## config.mk

```make
export PLATFORM = sky130hd
export DESIGN_NAME = exposure_sequencer
export DESIGN_NICKNAME = d
export VERILOG_FILES = /design/src/rtl/exposure_sequencer.sv
export SDC_FILE = /design/constraint.sdc
export NUM_CORES = 1
export LEC_CHECK = 0
export ABC_AREA = 1
export CORE_MARGIN = 3
export CORE_UTILIZATION = 32
export CTS_CLUSTER_SIZE = 16
export DETAILED_ROUTE_END_ITERATION = 8
export PLACE_DENSITY = 0.55
export SLEW_MARGIN = 30
export SYNTH_ARGS = -nofsm -noshare
export SYNTH_HDL_FRONTEND = slang
export SYNTH_SLANG_ARGS = --single-unit
export TNS_END_PERCENT = 50
```

## constraint.sdc

```tcl
create_clock -name clk -period 1.98 [get_ports clk]
set_input_delay 0.297 -clock clk [delete_from_list [all_inputs] [get_ports clk]]
set_output_delay 0.297 -clock clk [all_outputs]
set_load 0.05 [all_outputs]
```

## src/rtl/exposure_sequencer.sv

```systemverilog
// UV exposure sequencer: programs lamp intensity over the shared I2C write controller, then
// drives the relay through N on/off cycles with millisecond timing and reports progress.
module exposure_sequencer #(
  parameter int unsigned TICKS_PER_MS   = 16000,
  parameter int unsigned MAX_TIME       = 9999,
  parameter int unsigned MAX_INTENSITY  = 100,
  parameter int unsigned I2C_TIMEOUT_MS = 10
) (
  input  logic        clk,
  input  logic        rst,
  input  logic        arm,
  input  logic        fire,
  input  logic        abort,
  input  logic [13:0] cfg_on_ms,
  input  logic [13:0] cfg_off_ms,
  input  logic [13:0] cfg_reps,
  input  logic [6:0]  cfg_intensity,
  input  logic        i2c_ready,
  output logic        i2c_enable,
  output logic [7:0]  i2c_data,
  output logic        relay,
  output logic [2:0]  state,
  output logic [13:0] elapsed_ms,
  output logic [13:0] rep_count,
  output logic        busy,
  output logic        done,
  output logic        err
);

  localparam int unsigned PW        = (TICKS_PER_MS > 1) ? $clog2(TICKS_PER_MS) : 1;
  localparam int unsigned TmoCycles = I2C_TIMEOUT_MS * TICKS_PER_MS;
  localparam int unsigned TW        = $clog2(TmoCycles + 1);

  localparam logic [PW-1:0] PrescLast = PW'(TICKS_PER_MS - 1);
  localparam logic [TW-1:0] TmoLast   = TW'(TmoCycles - 1);
  localparam logic [13:0]   MaxTime   = 14'(MAX_TIME);
  localparam logic [6:0]    MaxInt    = 7'(MAX_INTENSITY);

  typedef enum logic [2:0] {
    StIdle    = 3'd0,
    StLoad    = 3'd1,
    StWaitI2c = 3'd2,
    StArmed   = 3'd3,
    StOn      = 3'd4,
    StOff     = 3'd5,
    StDone    = 3'd6
  } state_e;

  state_e        state_q, state_d;
  logic [PW-1:0] presc_q, presc_d;
  logic [TW-1:0] tmo_q, tmo_d;
  logic [13:0]   elapsed_q, elapsed_d;
  logic [13:0]   rep_q, rep_d;
  logic [13:0]   on_q, on_d;
  logic [13:0]   off_q, off_d;
  logic [13:0]   reps_q, reps_d;
  logic [6:0]    last_written_q, last_written_d;
  logic          seen_low_q, seen_low_d;
  logic          err_q, err_d;
  logic          arm_q;
  logic          relay_q, busy_q, done_q;

  logic [13:0] on_c, off_c, reps_c, rep_inc, phase_len;
  logic [6:0]  int_c;
  logic        presc_wrap, phase_end;

  always_comb begin
    on_c   = (cfg_on_ms > MaxTime) ? MaxTime : cfg_on_ms;
    off_c  = (cfg_off_ms > MaxTime) ? MaxTime : cfg_off_ms;
    reps_c = (cfg_reps == 14'd0) ? 14'd1 : ((cfg_reps > MaxTime) ? MaxTime : cfg_reps);
    int_c  = (cfg_intensity > MaxInt) ? MaxInt : cfg_intensity;
  end

  // ON/OFF are only ever entered with a non-zero length, so phase_len - 1 cannot wrap.
  assign rep_inc    = rep_q + 14'd1;
  assign presc_wrap = (presc_q == PrescLast);
  assign phase_len  = (state_q == StOn) ? on_q : off_q;
  assign phase_end  = presc_wrap && ((elapsed_q + 14'd1) == phase_len);

  always_comb begin
    state_d        = state_q;
    presc_d        = presc_q;
    tmo_d          = tmo_q;
    elapsed_d      = elapsed_q;
    rep_d          = rep_q;
    on_d           = on_q;
    off_d          = off_q;
    reps_d         = reps_q;
    last_written_d = last_written_q;
    seen_low_d     = seen_low_q;
    err_d          = err_q;
    i2c_enable     = 1'b0;

    unique case (state_q)
      StIdle: begin
        if (arm && !arm_q) begin
          err_d   = 1'b0;
          state_d = StLoad;
        end
      end
      StLoad: begin
        if (!arm) begin
          state_d = StIdle;
        end else if (i2c_ready) begin
          i2c_enable     = 1'b1;
          last_written_d = int_c;
          seen_low_d     = 1'b0;
          tmo_d          = '0;
          state_d        = StWaitI2c;
        end
      end
      StWaitI2c: begin
        if (!arm) begin
          state_d = StIdle;
        end else if (seen_low_q && i2c_ready) begin
          state_d = StArmed;
        end else if (tmo_q == TmoLast) begin
          err_d   = 1'b1;
          state_d = StIdle;
        end else begin
          tmo_d = tmo_q + TW'(1);
          if (!i2c_ready) seen_low_d = 1'b1;
        end
      end
      StArmed: begin
        if (!arm) begin
          state_d = StIdle;
        end else if (fire) begin
          on_d      = on_c;
          off_d     = off_c;
          reps_d    = reps_c;
          rep_d     = '0;
          elapsed_d = '0;
          presc_d   = '0;
          if (on_c != 14'd0) begin
            state_d = StOn;
          end else if (off_c != 14'd0) begin
            state_d = StOff;
          end else begin
            rep_d   = reps_c;
            state_d = StDone;
          end
        end else if (int_c != last_written_q) begin
          state_d = StLoad;
        end
      end
      StOn, StOff: begin
        if (!arm) begin
          state_d = StIdle;
        end else if (abort) begin
          state_d = StArmed;
        end else if (phase_end) begin
          presc_d   = '0;
          elapsed_d = '0;
          if ((state_q == StOn) && (off_q != 14'd0)) begin
            state_d = StOff;
          end else begin
            // End of a repetition: either an OFF phase, or an ON phase with no OFF time.
            rep_d = rep_inc;
            if (rep_inc == reps_q)   state_d = StDone;
            else if (on_q == 14'd0)  state_d = StOff;
            else                     state_d = StOn;
          end
        end else if (presc_wrap) begin
          presc_d   = '0;
          elapsed_d = elapsed_q + 14'd1;
        end else begin
          presc_d = presc_q + PW'(1);
        end
      end
      StDone: begin
        state_d = arm ? StArmed : StIdle;
      end
      default: state_d = StIdle;
    endcase
  end

  always_ff @(posedge clk) begin
    if (rst) begin
      state_q        <= StIdle;
      presc_q        <= '0;
      tmo_q          <= '0;
      elapsed_q      <= '0;
      rep_q          <= '0;
      on_q           <= '0;
      off_q          <= '0;
      reps_q         <= '0;
      last_written_q <= '0;
      seen_low_q     <= 1'b0;
      err_q          <= 1'b0;
      arm_q          <= 1'b0;
      relay_q        <= 1'b0;
      busy_q         <= 1'b0;
      done_q         <= 1'b0;
    end else begin
      state_q        <= state_d;
      presc_q        <= presc_d;
      tmo_q          <= tmo_d;
      elapsed_q      <= elapsed_d;
      rep_q          <= rep_d;
      on_q           <= on_d;
      off_q          <= off_d;
      reps_q         <= reps_d;
      last_written_q <= last_written_d;
      seen_low_q     <= seen_low_d;
      err_q          <= err_d;
      arm_q          <= arm;
      relay_q        <= (state_d == StOn);
      busy_q         <= (state_d == StOn) || (state_d == StOff);
      done_q         <= (state_d == StDone);
    end
  end

  assign i2c_data   = {1'b0, ((state_q == StLoad) ? int_c : last_written_q)};
  assign relay      = relay_q;
  assign state      = state_q;
  assign elapsed_ms = elapsed_q;
  assign rep_count  = rep_q;
  assign busy       = busy_q;
  assign done       = done_q;
  assign err        = err_q;

  relay_tracks_on: assert property (@(posedge clk) disable iff (rst)
    relay_q == (state_q == StOn));
  done_tracks_state: assert property (@(posedge clk) disable iff (rst)
    done_q == (state_q == StDone));

endmodule

```

==> metrics.yaml <==
status:
  status: "complete, but fails checks"
  violations: "setup timing"
routing:
  ant_nets: 0
  wl_per_cell_um: 14.4
  drt-initial-drc-count: 523
  drt-pass1-iter-count: 5
  wl_um: 25100
  remaining_drc_errors: 0
  dr_total_vias: 8517
  viasPerCell: 4.88
pwr:
  swShare_pct: 25.1
  cellPowerDensity_nw_per_um2: 539
  netSwitchingPower_mw: 1.56
  power_mw: 6.22
  p_int_mw: 4.66
  p_leak_nw: 5.08
  comb_power_share_pct: 10.2
  p_clk_share_pct: 51.6
  vdd_ir_drop_max_uv: 574
  sequentialPowerShare_pct: 38.2
timing:
  rsz0062_at_grt: "true"
  finalCritPeriodShare_pct: 109
  worstMarginPinSlew_ns: 0.634
  clock_skew_ns: 0.0130
  slew_violations: 0
  max_freq_mhz: 461
  finalHoldViolations: 0
  relSlewSlack_pct: 57.4
  setup_viol: 44
  fin_ws_ns: -0.187
  finalCriticalPeriod_ns: 2.17
die:
  start_util_pct: 32.8
  coreArea_um2: 22000
  rows: 54
  design.die.area_um2: 24300
  io_pins: 99
  die_w_um: 156
  die-height_um: 156
logic_synthesis:
  syn_area_per_cell_um2: 6.34
  yosysUniqueCellTypes: 51
  synth_area_um2: 7190
  syn_inst: 1135
  synth_edf_count: 0
  syn_nets: 1194
  ys.flop_type: "dfxtp_1"
  async_reset_ff_share_pct: 0
  synth_seq_cells: 118
  ys_seq_area_share_pct: 32.8
  yosysWarningCount: 0
final_layout:
  stdcell_count: 1744
  synthToLayoutAreaGrowth_pct: 60.3
  nets: 1510
  mostFrequentLayoutCell: "nand2_1"
  n_fill_cell: 2094
  mostFrequentLayoutCells: "nand2_1, buf_4, inv_1"
  n_antenna_cell: 0
  drive_gt1_share_pct: 31.4
  final_core_util_pct: 52.5
job:
  maxCapViolations: 0
grt:
  grt_max_degree: 35
  grt_pass1_wl_um: 39700
  grt_usage_pct: 20.2
  antenna_found_initial: 0
  grt-ovfl-total: 0
  grt_pass1_vias: 8075
worst_setup_path:
  crit_fanout: 7
  critPathLaunch: "elapsed_ms[2]"
  cp.required_ns: 2.33
  rr_startpoint: "elapsed_ms[2]"
  critical-path-max-stage-delay_ns: 0.38
  critical_path.slowest_cell: "dfxtp_4"
  crit_type: "reg -> reg"
  cp_cell_sequence: "nand2_4 > nor2_4 > buf_6 > nand2_1 > nand2_1 > nand2_1 > nand2_1 > nand2_1 > nor2_1 > nand4_1 > inv_2 > nand2_4 > nand2_8 > buf_6 > nand2_8 > a211oi_2"
  endpoint_kind: "register"
  startpoint_type: "register"
  cpMostUsedCell: "nand2_1"
  crit_arrival_ns: 2.52
min_path:
  min_from: "rst"
  min_path_type: "in -> reg"
cts:
  hold_buffers: 0
  htreeDepth: 4
  cts_sinks: 118
  worstSkewPairLatency_ns: 0.43
  cts_buffers: 17
  cts_tree: "done"
  cts.path.max_buffers: 2
  cts-root-buf: "clkbuf_16"
  path_clk_slew_ns: 0.06
placement:
  hpwl_um: 18300
  gp_congestion: 0.903
  dp_cells: 1679
  port_buffers: 97
  pre_cts_ws_ns: -0.312
-- cell families (layout without fill, tap and decap cells) --
kind of cell	after synthesis	in the layout	synth area share, %
XOR/XNOR	14	14	1.70
adder cells (fa/ha/maj)	4	4	0.696
other	1	1	0.0521
flip-flops	118	118	32.8
AO/OA/AOI/OAI	202	202	16.7
buffers and inverters	183	509	10.2
AND/OR/NAND/NOR	613	616	37.8
-- path summary, 6_finish.rpt --
kind	end	slack, ns	cells after the start
max	rep_count[8]	-0.19	16
min	arm_q	0.24	2
max reg2reg	rep_count[8]	-0.19	16
min reg2reg	off_q[7]	0.47	2
-- critical path, delay by kind of cell (launching register included) --
kind	cells	cell delay, ns
compound gates	1	0.23
simple gates	12	1.14
buf+inv	3	0.35
flops	1	0.38
-- power by group through the flow --
stage,logic (mW),clock network (mW),registers [mW]
CTS,0.594,3.28,2.38
finish,0.635,3.21,2.38
floorplan,0.215,0,2.44
global placement,0.560,0,2.43
global route,0.683,3.37,2.38
detailed placement,0.559,0,2.43
-- sequential cells by signal, summed over array words and instances (netlist names), 3 cells and up --
signal,flops
rep_count,14
state,3
on_q,14
tmo_q,18
last_written_q,7
off_q,14
presc_q,14
elapsed_ms,14
reps_q,14
-- synthesized netlist by cell type (all sizes together) (4+ instances only) --
library cell / number / area (um^2)
a211oi: 19 / 173
a21oi: 90 / 454
a31oi: 6 / 52.6
buf: 10 / 78.8
clkbuf: 20 / 75.1
dfxtp: 118 / 2360
ha: 4 / 50.1
inv: 151 / 569
nand2: 299 / 1150
nand3: 87 / 448
nand3b: 7 / 52.6
nand4: 33 / 219
nor2: 134 / 528
nor3: 34 / 198
nor4: 12 / 81.3
o211ai: 4 / 30.0
o21ai: 65 / 340
o221ai: 4 / 35.0
or2: 6 / 37.5
xor2: 12 / 105
-- layer usage --
layer / global-route usage, % / routed length [um]
met4: 6.64 / 505
met1: 26.1 / 11500
met3: 4.16 / 1270
met2: 33.8 / 11800
met5: 0 / 0
-- layout make-up --
class / instances / area [um^2] / share of cell area (%)
Clock inverter: 12 / 140 / 1.22
Inverter: 153 / 606 / 5.25
Tap cell: 280 / 350 / 3.04
Sequential cell: 118 / 2430 / 21.1
Timing Repair Buffer: 324 / 2840 / 24.6
Clock buffer: 20 / 467 / 4.05
Multi-Input combinational cell: 837 / 4700 / 40.8
-- repair_timing --
item                       CTS  global route
buffers inserted            10            19
setup endpoints to repair   61            91
cloned                       3             1
pin swaps                   23            37
gates resized for setup    104            75
-- metrics by stage --
step / TNS [ns] / cell area (um^2) / hold slack (ns)
final: -5.65 / 11500 / 0.245
after global routing: -13.32 / 11500 / 0.258
after CTS: -3.56 / 11100 / 0.226
after detailed placement: -13.99 / 10100 / 0.461
after global placement: -14.45 / 10100 / 0.454
after floorplan: -0.594 / 7360 / 0.441
(Power assumes the default switching activity.)
